**config.mk**
```make
export PLATFORM = sky130hd
export DESIGN_NAME = taxi_axis_frame_xbar
export DESIGN_NICKNAME = d
export VERILOG_FILES = /design/src/rtl/taxi_axis_frame_xbar.sv
export SDC_FILE = /design/constraint.sdc
export NUM_CORES = 1
export LEC_CHECK = 0
export BUFFER_PORTS_ARGS = -buffer_cell sky130_fd_sc_hd__buf_4
export CAP_MARGIN = 20
export CORE_AREA = 4 4 183 185
export CTS_CLUSTER_SIZE = 12
export DETAILED_ROUTE_END_ITERATION = 6
export DIE_AREA = 0 0 187 189
export PLACE_DENSITY = 0.85
export SLEW_MARGIN = 20
export SYNTH_ARGS = -nofsm -noshare
export SYNTH_HDL_FRONTEND = slang
export SYNTH_SLANG_ARGS = --single-unit
```
**constraint.sdc**
```tcl
create_clock -name clk -period 14.4 [get_ports clk]
set_clock_uncertainty 0.2 [all_clocks]
set_input_delay 1.44 -clock clk [delete_from_list [all_inputs] [get_ports clk]]
set_output_delay 1.44 -clock clk [all_outputs]
set_load 0.01 [all_outputs]
```
**src/rtl/taxi_axis_frame_xbar.sv**
```systemverilog
// AXI4-Stream frame crossbar: CNT inputs, CNT outputs, one clock domain.
// Each input latches its destination/drop setting at the first beat of a frame,
// then either forwards the whole frame to one output or discards it.
// Each output runs a round-robin frame-level arbiter feeding one output register.
//
// Ports (flattened per-port buses, port n occupies slice n):
//   clk, rst            clock, asynchronous active-high reset
//   s_axis_*            input streams (tdata, tkeep, tvalid, tready, tlast, tid, tuser)
//   m_axis_*            output streams, same fields
//   cfg_dest            destination output index per input ($clog2(CNT) bits each)
//   cfg_drop            1 = discard frames arriving on that input
//   stat_clr            synchronous clear of all counters
//   stat_tx_frames      saturating frames-completed count per output
//   stat_drop_frames    saturating frames-discarded count per input
module taxi_axis_frame_xbar #(
    parameter int CNT    = 2,
    parameter int DATA_W = 64,
    parameter int KEEP_W = DATA_W / 8,
    parameter int ID_W   = 8,
    parameter int USER_W = 1,
    parameter int STAT_W = 32
) (
    input  logic                       clk,
    input  logic                       rst,
    input  logic [CNT*DATA_W-1:0]      s_axis_tdata,
    input  logic [CNT*KEEP_W-1:0]      s_axis_tkeep,
    input  logic [CNT-1:0]             s_axis_tvalid,
    output logic [CNT-1:0]             s_axis_tready,
    input  logic [CNT-1:0]             s_axis_tlast,
    input  logic [CNT*ID_W-1:0]        s_axis_tid,
    input  logic [CNT*USER_W-1:0]      s_axis_tuser,
    output logic [CNT*DATA_W-1:0]      m_axis_tdata,
    output logic [CNT*KEEP_W-1:0]      m_axis_tkeep,
    output logic [CNT-1:0]             m_axis_tvalid,
    input  logic [CNT-1:0]             m_axis_tready,
    output logic [CNT-1:0]             m_axis_tlast,
    output logic [CNT*ID_W-1:0]        m_axis_tid,
    output logic [CNT*USER_W-1:0]      m_axis_tuser,
    input  logic [CNT*$clog2(CNT)-1:0] cfg_dest,
    input  logic [CNT-1:0]             cfg_drop,
    input  logic                       stat_clr,
    output logic [CNT*STAT_W-1:0]      stat_tx_frames,
    output logic [CNT*STAT_W-1:0]      stat_drop_frames
);
    localparam int SEL_W = $clog2(CNT);

    typedef logic [SEL_W-1:0] sel_t;
    typedef enum logic [1:0] {InIdle, InFwd, InDrop} in_state_e;
    typedef enum logic {ArbIdle, ArbActive} arb_state_e;

    // Input side
    in_state_e      in_state_q [CNT];
    in_state_e      in_state_d [CNT];
    sel_t           dest_q [CNT];
    sel_t           dest_d [CNT];
    logic [CNT-1:0] pend_q, pend_d;   // waiting on a busy output with dest_q latched
    sel_t           req_dest [CNT];
    logic [CNT-1:0] req_vld, start_drop, granted, drop_evt;

    // Output side
    arb_state_e     arb_state_q [CNT];
    arb_state_e     arb_state_d [CNT];
    sel_t           grant_q [CNT];
    sel_t           grant_d [CNT];
    sel_t           last_q [CNT];
    sel_t           last_d [CNT];
    sel_t           pick [CNT];
    logic [CNT-1:0] pick_vld, out_ready, beat, frame_end;

    logic [DATA_W-1:0] m_data_q [CNT];
    logic [KEEP_W-1:0] m_keep_q [CNT];
    logic [ID_W-1:0]   m_id_q [CNT];
    logic [USER_W-1:0] m_user_q [CNT];
    logic [CNT-1:0]    m_valid_q, m_last_q;

    logic [STAT_W-1:0] tx_cnt_q [CNT];
    logic [STAT_W-1:0] drop_cnt_q [CNT];

    function automatic logic [STAT_W-1:0] cnt_next(input logic [STAT_W-1:0] cur,
                                                   input logic evt, input logic clr);
        if (clr) return evt ? STAT_W'(1) : '0;
        if (evt && cur != '1) return cur + 1'b1;
        return cur;
    endfunction

    // Request decode: a fresh frame uses live config, a waiting one its latched dest.
    always_comb begin
        req_vld    = '0;
        start_drop = '0;
        for (int n = 0; n < CNT; n++) begin
            req_dest[n] = dest_q[n];
            if (in_state_q[n] == InIdle && s_axis_tvalid[n]) begin
                if (pend_q[n]) begin
                    req_vld[n] = 1'b1;
                end else begin
                    req_dest[n] = cfg_dest[n*SEL_W +: SEL_W];
                    if (cfg_drop[n] || int'(req_dest[n]) >= CNT) begin
                        start_drop[n] = 1'b1;
                    end else begin
                        req_vld[n] = 1'b1;
                    end
                end
            end
        end
    end

    // Round-robin scan starting after the last granted input.
    always_comb begin
        int idx;
        idx      = 0;
        pick_vld = '0;
        for (int o = 0; o < CNT; o++) begin
            pick[o] = last_q[o];
            if (arb_state_q[o] == ArbIdle) begin
                for (int i = 1; i <= CNT; i++) begin
                    idx = (int'(last_q[o]) + i) % CNT;
                    if (!pick_vld[o] && req_vld[idx] && int'(req_dest[idx]) == o) begin
                        pick_vld[o] = 1'b1;
                        pick[o]     = sel_t'(idx);
                    end
                end
            end
        end
    end

    always_comb begin
        granted = '0;
        for (int n = 0; n < CNT; n++) begin
            if (req_vld[n] && pick_vld[req_dest[n]] && pick[req_dest[n]] == sel_t'(n)) begin
                granted[n] = 1'b1;
            end
        end
    end

    // Datapath handshakes; the output register drains and refills in the same cycle.
    always_comb begin
        out_ready     = '0;
        beat          = '0;
        frame_end     = '0;
        s_axis_tready = '0;
        for (int o = 0; o < CNT; o++) begin
            out_ready[o] = !m_valid_q[o] || m_axis_tready[o];
            beat[o]      = arb_state_q[o] == ArbActive && s_axis_tvalid[grant_q[o]] &&
                           out_ready[o];
            frame_end[o] = beat[o] && s_axis_tlast[grant_q[o]];
        end
        for (int n = 0; n < CNT; n++) begin
            if (in_state_q[n] == InFwd) begin
                s_axis_tready[n] = out_ready[dest_q[n]];
            end else if (in_state_q[n] == InDrop) begin
                s_axis_tready[n] = 1'b1;
            end
        end
    end

    // Input FSM next state
    always_comb begin
        drop_evt = '0;
        pend_d   = pend_q;
        for (int n = 0; n < CNT; n++) begin
            in_state_d[n] = in_state_q[n];
            dest_d[n]     = dest_q[n];
            unique case (in_state_q[n])
                InIdle: begin
                    if (start_drop[n]) begin
                        in_state_d[n] = InDrop;
                        dest_d[n]     = req_dest[n];
                    end else if (req_vld[n]) begin
                        dest_d[n] = req_dest[n];
                        pend_d[n] = !granted[n];
                        if (granted[n]) in_state_d[n] = InFwd;
                    end
                end
                InFwd: begin
                    if (s_axis_tvalid[n] && s_axis_tready[n] && s_axis_tlast[n]) begin
                        in_state_d[n] = InIdle;
                    end
                end
                InDrop: begin
                    if (s_axis_tvalid[n] && s_axis_tlast[n]) begin
                        in_state_d[n] = InIdle;
                        drop_evt[n]   = 1'b1;
                    end
                end
                default: in_state_d[n] = InIdle;
            endcase
        end
    end

    // Arbiter FSM next state
    always_comb begin
        for (int o = 0; o < CNT; o++) begin
            arb_state_d[o] = arb_state_q[o];
            grant_d[o]     = grant_q[o];
            last_d[o]      = last_q[o];
            if (arb_state_q[o] == ArbIdle) begin
                if (pick_vld[o]) begin
                    arb_state_d[o] = ArbActive;
                    grant_d[o]     = pick[o];
                    last_d[o]      = pick[o];
                end
            end else if (frame_end[o]) begin
                arb_state_d[o] = ArbIdle;
            end
        end
    end

    always_ff @(posedge clk or posedge rst) begin
        if (rst) begin
            pend_q    <= '0;
            m_valid_q <= '0;
            m_last_q  <= '0;
            for (int i = 0; i < CNT; i++) begin
                in_state_q[i]  <= InIdle;
                dest_q[i]      <= '0;
                arb_state_q[i] <= ArbIdle;
                grant_q[i]     <= '0;
                last_q[i]      <= sel_t'(CNT - 1);
                m_data_q[i]    <= '0;
                m_keep_q[i]    <= '0;
                m_id_q[i]      <= '0;
                m_user_q[i]    <= '0;
                tx_cnt_q[i]    <= '0;
                drop_cnt_q[i]  <= '0;
            end
        end else begin
            pend_q <= pend_d;
            for (int i = 0; i < CNT; i++) begin
                in_state_q[i]  <= in_state_d[i];
                dest_q[i]      <= dest_d[i];
                arb_state_q[i] <= arb_state_d[i];
                grant_q[i]     <= grant_d[i];
                last_q[i]      <= last_d[i];
                tx_cnt_q[i]    <= cnt_next(tx_cnt_q[i], frame_end[i], stat_clr);
                drop_cnt_q[i]  <= cnt_next(drop_cnt_q[i], drop_evt[i], stat_clr);
                if (beat[i]) begin
                    m_valid_q[i] <= 1'b1;
                    m_data_q[i]  <= s_axis_tdata[grant_q[i]*DATA_W +: DATA_W];
                    m_keep_q[i]  <= s_axis_tkeep[grant_q[i]*KEEP_W +: KEEP_W];
                    m_last_q[i]  <= s_axis_tlast[grant_q[i]];
                    m_id_q[i]    <= s_axis_tid[grant_q[i]*ID_W +: ID_W];
                    m_user_q[i]  <= s_axis_tuser[grant_q[i]*USER_W +: USER_W];
                end else if (m_axis_tready[i]) begin
                    m_valid_q[i] <= 1'b0;
                end
            end
        end
    end

    always_comb begin
        m_axis_tdata     = '0;
        m_axis_tkeep     = '0;
        m_axis_tid       = '0;
        m_axis_tuser     = '0;
        stat_tx_frames   = '0;
        stat_drop_frames = '0;
        m_axis_tvalid    = m_valid_q;
        m_axis_tlast     = m_last_q;
        for (int i = 0; i < CNT; i++) begin
            m_axis_tdata[i*DATA_W +: DATA_W]     = m_data_q[i];
            m_axis_tkeep[i*KEEP_W +: KEEP_W]     = m_keep_q[i];
            m_axis_tid[i*ID_W +: ID_W]           = m_id_q[i];
            m_axis_tuser[i*USER_W +: USER_W]     = m_user_q[i];
            stat_tx_frames[i*STAT_W +: STAT_W]   = tx_cnt_q[i];
            stat_drop_frames[i*STAT_W +: STAT_W] = drop_cnt_q[i];
        end
    end

endmodule

```
==> impl_metrics.yaml, run 1 <==
placed_design:
  place_area_um2: 19200
  dp.final_hpwl_um: 36300
  pre_cts_ws_ns: 10.10
  gp_congestion: 0.921
  dp.cells: 2408
  io_buffers: 470
floorplan:
  die_y_um: 189
  initial_core_util_pct: 48.1
  ios: 471
  core_um2: 32000
  die-area_um2: 35300
  row_count: 66
  die_w_um: 187
power_and_ir_drop:
  leakage_nw: 9.32
  power.density_nw_per_um2: 172
  ir_worst_vdd_v: 0.000147
  power.total_mw: 3.51
cells_and_area:
  utilization_pct: 63.6
  area_growth_syn_to_layout_pct: 32.3
  fin_nets: 2216
  final_design_area_no_fill_um2: 20400
  fill_cells: 2566
  instances_no_fill: 2475
  drive_gt1_share_pct: 28.0
detailed_routing:
  drt_iter0_drc: 906
  drt-pass1-iter-count: 7
  drcViolationCount: 0
  wire_per_inst_um: 20.4
  drt_wl_total_um: 50500
  vias: 14600
  via_per_inst: 5.91
  ant_nets: 0
global_routing:
  grt_pass1_vias: 14400
  grt_max_degree: 99
  grt_pass1_wl_um: 78700
  grt_antenna_before_repair: 10
  track_usage_pct: 27.2
  overflow: 0
setup_path:
  setup.worst_path.class: "in2out"
  r2r_slack_ns: 10.86
  worst_setup_path_start_kind: "input port"
  arrival_ns: 2.53
  path_buf_inv: 2
  required_ns: 12.76
  cp_max_fo: 6
  worstPathCellList: "buf_4 > nand2b_1 > o21ai_0 > o21ai_0 > buf_4"
  max_stage_delay_ns: 0.41
  worst_setup_path_end_kind: "primary output"
  reg2reg_depth: 5
  r2r_start: "grant_q[1]"
  crit_slowest_cell: "o21ai_0"
  r2r-end: "stat_tx_frames[14]"
  cp_top_family: "compound AO/OA/AOI/OAI gates"
yosys:
  ys_ff_latch: 308
  synthArstFlopShare_pct: 100
  synthTopCellsByArea: "dfrtp_1 (50%), mux2i_1 (11%), o21ai_0 (7.0%), nand2_1 (5.6%), a21oi_1 (3.2%)"
  synth-main-ff-cell: "dfrtp_1"
  yosys_warnings: 0
  synth_edf_count: 0
  syn_inst: 1608
  synth_area_um2: 15400
  yosysUniqueCellTypes: 62
  synthesis.nets: 1787
  synth_top_cell_area_share_pct: 49.7
  yosysTopAreaCell: "dfrtp_1"
  syn_area_per_cell_um2: 9.58
  seq_area_frac_synth_pct: 50.0
worst_hold_path:
  holdCritPathClass: "reg2reg"
  worstHoldPathCells: 2
  holdCritStartpoint: "m_axis_tdata[112]"
  holdPathEnd: "m_axis_tdata[112]"
clocking:
  postCtsResizedCells: 0
  cts-root-buf: "clkbuf_16"
  htree_levels: 2
  clock-sinks: 308
  cts_made_buffers: 35
  tritoncts: "built"
  cts_post_setup_buffers_inserted: 0
  insertion_delay_ns: 0.50
  cts_hold_buffers: 0
  clockBufferDepth: 3
  clkTransAtPathRegs_ns: 0.06
sta:
  clock.fmax_ghz: 0.240
  final_hold_viol_count: 0
  layout_setup_ws_ns: 10.23
  finalSetupViolCount: 0
  rsz0062_at_grt: "false"
  worst_pin_slew_ns: 1.09
  layout_min_cycle_time_ns: 4.17
  slew_viol_final: 0
  finalCritPeriodShare_pct: 28.9
  tns_ns: 0
  slew-limit-headroom_pct: 27.3
  whs_ns: 0.283
status:
  outcome: "finished clean"
flow_run:
  maxCapViolCount: 0
==> registers in the layout, indices dropped and copies added, names as in the netlist, 4 cells and up <==
signal            flops
m_axis_tdata        128
m_axis_tkeep         16
in_state_q            4
stat_drop_frames     64
stat_tx_frames       64
m_axis_tid           16
==> final cells by class <==
class / instances / area (um2) / area share (%)
multi-input cells: 1182 / 7270 / 35.7
well taps: 408 / 510 / 2.50
repair buffers: 482 / 3620 / 17.8
flip-flops and latches: 308 / 7720 / 37.9
diodes: 9 / 22.5 / 0.110
inverters: 28 / 113 / 0.552
clock inverters: 6 / 57.6 / 0.282
clock buffers: 52 / 1070 / 5.26
==> power by group <==
group / internal (mW) / switching (mW) / total [mW]
Combinational: 0.590 / 0.701 / 1.29
Sequential: 1.12 / 0.220 / 1.34
Clock: 0.530 / 0.352 / 0.882
==> Yosys cell counts (all sizes together), types with 16 or more instances <==
cell and n:
nor3 22, clkbuf 68, mux2 16, or4 56, a21oi 99, o21ai 217
mux2i 165, nor2b 17, or3 53, nor2 57, o31ai 52, buf 22
inv 28, nand4 37, nand3 51, nand2 229, dfrtp 306
==> how the worst max path moves through the flow <==
stage,to,cells past startpoint,startpoint
after floorplan,arb_state_q[0],1,rst
after global placement,s_axis_tready[1],5,m_axis_tready[0]
after global routing,s_axis_tready[1],5,m_axis_tready[0]
after detailed placement,stat_tx_frames[14],6,m_axis_tready[0]
final,s_axis_tready[1],5,m_axis_tready[0]
after CTS,s_axis_tready[1],5,m_axis_tready[0]
==> per-layer routing <==
metal,up-vias,wire length (um),GRT usage [%]
met2,593,24700,45.9
met4,2,2080,10.4
met3,112,4720,8.54
met5,-,13,0
li1,6764,-,-
met1,7157,19000,33.1
==> worst reg2reg max path, cell delays in order, from the launching register on <==
cell       delay (ns)
dfrtp_4          0.85
mux2_2           0.35
nand4_1          0.66
a2111oi_1        0.99
a31o_2           0.26
a21oi_1          0.06
==> cell usage in the layout, fill, tap and decap left out, types with 5 or more instances in the layout <==
| master | instances |
|---|---|
| nand2b_1 | 11 |
| inv_1 | 27 |
| nand2_1 | 229 |
| clkbuf_16 | 37 |
| o31ai_1 | 50 |
| nand3_1 | 49 |
| xnor2_1 | 8 |
| nor2_1 | 57 |
| nor2b_1 | 17 |
| o21ai_0 | 216 |
| clkbuf_8 | 9 |
| clkbuf_1 | 6 |
| or3_1 | 53 |
| mux2_2 | 16 |
| or2_2 | 6 |
| and4_1 | 10 |
| nor4_1 | 13 |
| buf_4 | 482 |
| diode_2 | 9 |
| a21oi_1 | 99 |
| a2111oi_0 | 5 |
| dfrtp_1 | 304 |
| nor3_1 | 21 |
| nand4_1 | 35 |
| or4_1 | 56 |
| mux2i_1 | 165 |
==> cell families after synthesis <==
family	share of synthesized area, %
AOI/OAI and AO/OA	14.9
xor gates and xnor gates	0.568
adders and majority gates	0.325
buffers and inverters	2.99
DFF	50.0
muxes	11.9
and+or+nand+nor	19.3
Note: power is estimated with default switching activity, not from simulation.
==> inputs of run 2 (changes only) <==
==> constraint.sdc (replaced) <==
create_clock -name clk -period 4.09 [get_ports clk]
set_clock_uncertainty 0.2 [all_clocks]
set_input_delay 0.409 -clock clk [delete_from_list [all_inputs] [get_ports clk]]
set_output_delay 0.409 -clock clk [all_outputs]
set_load 0.01 [all_outputs]
==> run 2 against run 1 <==
Effect of this change:
- count of clock-buffer cells in the layout increased by 3
- cell count is 2.9% higher
- largest power group is now combinational cells
- setup slack worse by 9.3 ns
- routed wire length up 4.2%
- critical path type is now reg2reg
- core utilization up 2.3 points
- sequential power increased to 3.4 times the previous value
- power rose to 3.6 times the previous value
==> impl_metrics.yaml, run 2 (synthesis results as in run 1) <==
status:
  outcome: "finished clean"
power_and_ir_drop:
  leakage_nw: 9.63
  power.density_nw_per_um2: 599
  ir_worst_vdd_v: 0.000627
clocking:
  clockBufferDepth: 3
  htree_levels: 2
  clkTransAtPathRegs_ns: 0.06
  insertion_delay_ns: 0.50
  clock-sinks: 308
  cts-root-buf: "clkbuf_16"
  cts_made_buffers: 36
  postCtsResizedCells: 0
  tritoncts: "built"
setup_path:
  worstPathCellList: "buf_4 > buf_4 > mux2i_1 > dlygate4sd3_1 > o21ai_0"
  arrival_ns: 3.32
  crit_slowest_cell: "buf_4"
  max_stage_delay_ns: 0.77
  setup.worst_path.class: "reg2reg"
  worst_setup_path_start_kind: "register"
  path_common_cell: "buf_4"
  path_buf_inv: 3
  required_ns: 4.23
  cp_top_family: "buffers and inverters"
  worst_setup_path_end_kind: "register"
  cp_max_fo: 48
global_routing:
  track_usage_pct: 28.8
  overflow: 0
  grt_max_degree: 99
  grt_pass1_wl_um: 83400
  grt_pass1_vias: 15300
  grt_antenna_before_repair: 9
placed_design:
  pre_cts_ws_ns: 1.16
  io_buffers: 470
  dp.final_hpwl_um: 36700
  gp_congestion: 0.926
detailed_routing:
  ant_nets: 0
  drt_iter0_drc: 950
  drt-pass1-iter-count: 5
  vias: 15200
  drcViolationCount: 0
  drt_wl_total_um: 52600
  via_per_inst: 5.95
  wire_per_inst_um: 20.7
cells_and_area:
  fill_cells: 2385
  multi_input_comb_area_um2: 7270
  utilization_pct: 65.9
  area_growth_syn_to_layout_pct: 37.0
  regArea_um2: 7720
  largest_reg_flops: 128
  drive_gt1_share_pct: 27.5
  final_common_cell: "buf_4"
  fin_nets: 2286
  layout_common_cells: "buf_4 (487), dfrtp_1 (304), nand2_1 (229)"
sta:
  layout_setup_ws_ns: 0.914
  clock.fmax_ghz: 0.315
  finalSetupViolCount: 0
  worst_pin_slew_ns: 1.05
  slew_viol_final: 0
  rsz0062_at_grt: "false"
  slew-limit-headroom_pct: 28.3
  finalCritPeriodShare_pct: 77.7
  final_hold_viol_count: 0
  layout_min_cycle_time_ns: 3.18
floorplan:
  die_w_um: 187
  core_um2: 32000
  ios: 471
  die_y_um: 189
  initial_core_util_pct: 48.1
  row_count: 66
  die-area_um2: 35300
flow_run:
  maxCapViolCount: 0
worst_hold_path:
  holdCritPathClass: "in2reg"
## run 2: changes by cell type in the layout (fill, tap and decap cells not counted), moves of 2 or more
| cell | before | now |
|---|---|---|
| buf_12 | 0 | 5 |
| buf_4 | 482 | 487 |
| clkbuf_1 | 6 | 10 |
| clkinv_2 | 4 | 6 |
| dlygate4sd3_1 | 0 | 59 |
## run 2: final timing paths
path / start / slack, ns / end / depth (start not counted)
hold reg to reg: m_axis_tdata[76] / 0.28 / m_axis_tdata[76] / 2
hold / removal: s_axis_tdata[97] / 0.02 / m_axis_tdata[97] / 3
setup reg to reg: grant_q[0] / 0.91 / m_axis_tkeep[8] / 5
max in group asynchronous: rst / 2.33 / m_axis_tdata[71] / 4
setup / recovery: grant_q[0] / 0.91 / m_axis_tkeep[8] / 5
min in group asynchronous: rst / 0.45 / m_axis_tid[6] / 3
## run 2: where the power goes
group / internal (mW) / switching (mW)
combinational: 2.22 / 2.74
sequential: 3.95 / 0.612
clock: 1.86 / 1.25
total: 8.03 / 4.61
## run 2: final cells by class
cell class                      instances  share of cell area [%]
Inverter                               28                   0.516
Antenna cell                            9                   0.107
Timing Repair Buffer                  551                    20.6
Clock buffer                           55                    5.09
Sequential cell                       308                    36.6
Tap cell                              408                    2.42
Multi-Input combinational cell       1182                    34.4
Clock inverter                          7                   0.285
## run 2: worst register-to-register path, delay by kind of cell (launching register included)
| kind | cells | cell delay [ns] |
|---|---|---|
| compound gates | 1 | 0.10 |
| buf+inv | 3 | 1.92 |
| flops | 1 | 0.43 |
| mux | 1 | 0.36 |
## run 2: timing repair
item | 4_1_cts | 5_1_grt
hold buffers | 59 | 0
setup buffers | 0 | 0
hold endpoints to repair | 63 | 0
## run 2: routing by layer
metal,global-route usage [%],routed length [um],up-vias
met1,34.5,19300,7391
met3,9.49,5360,155
li1,-,-,6884
met5,0,0,-
met4,12.3,2470,0
met2,47.8,25500,724
## run 2: through the flow
| stage | instance area (um2) | hold WS [ns] | setup TNS [ns] | total power, mW | cells |
|---|---|---|---|---|---|
| finish | 21100 | 0.0204 | 0 | 12.6 | 2548 |
| global route | 21100 | 0.0117 | 0 | 13.3 | 2548 |
| CTS | 21100 | 0.000262 | 0 | 12.6 | 2539 |
| detailed placement | 19400 | 0.272 | 0 | 9.31 | 2418 |
| global placement | 19400 | 0.263 | 0 | 9.12 | 2418 |
| floorplan | 15400 | 0.260 | -188.59 | 6.99 | 1608 |
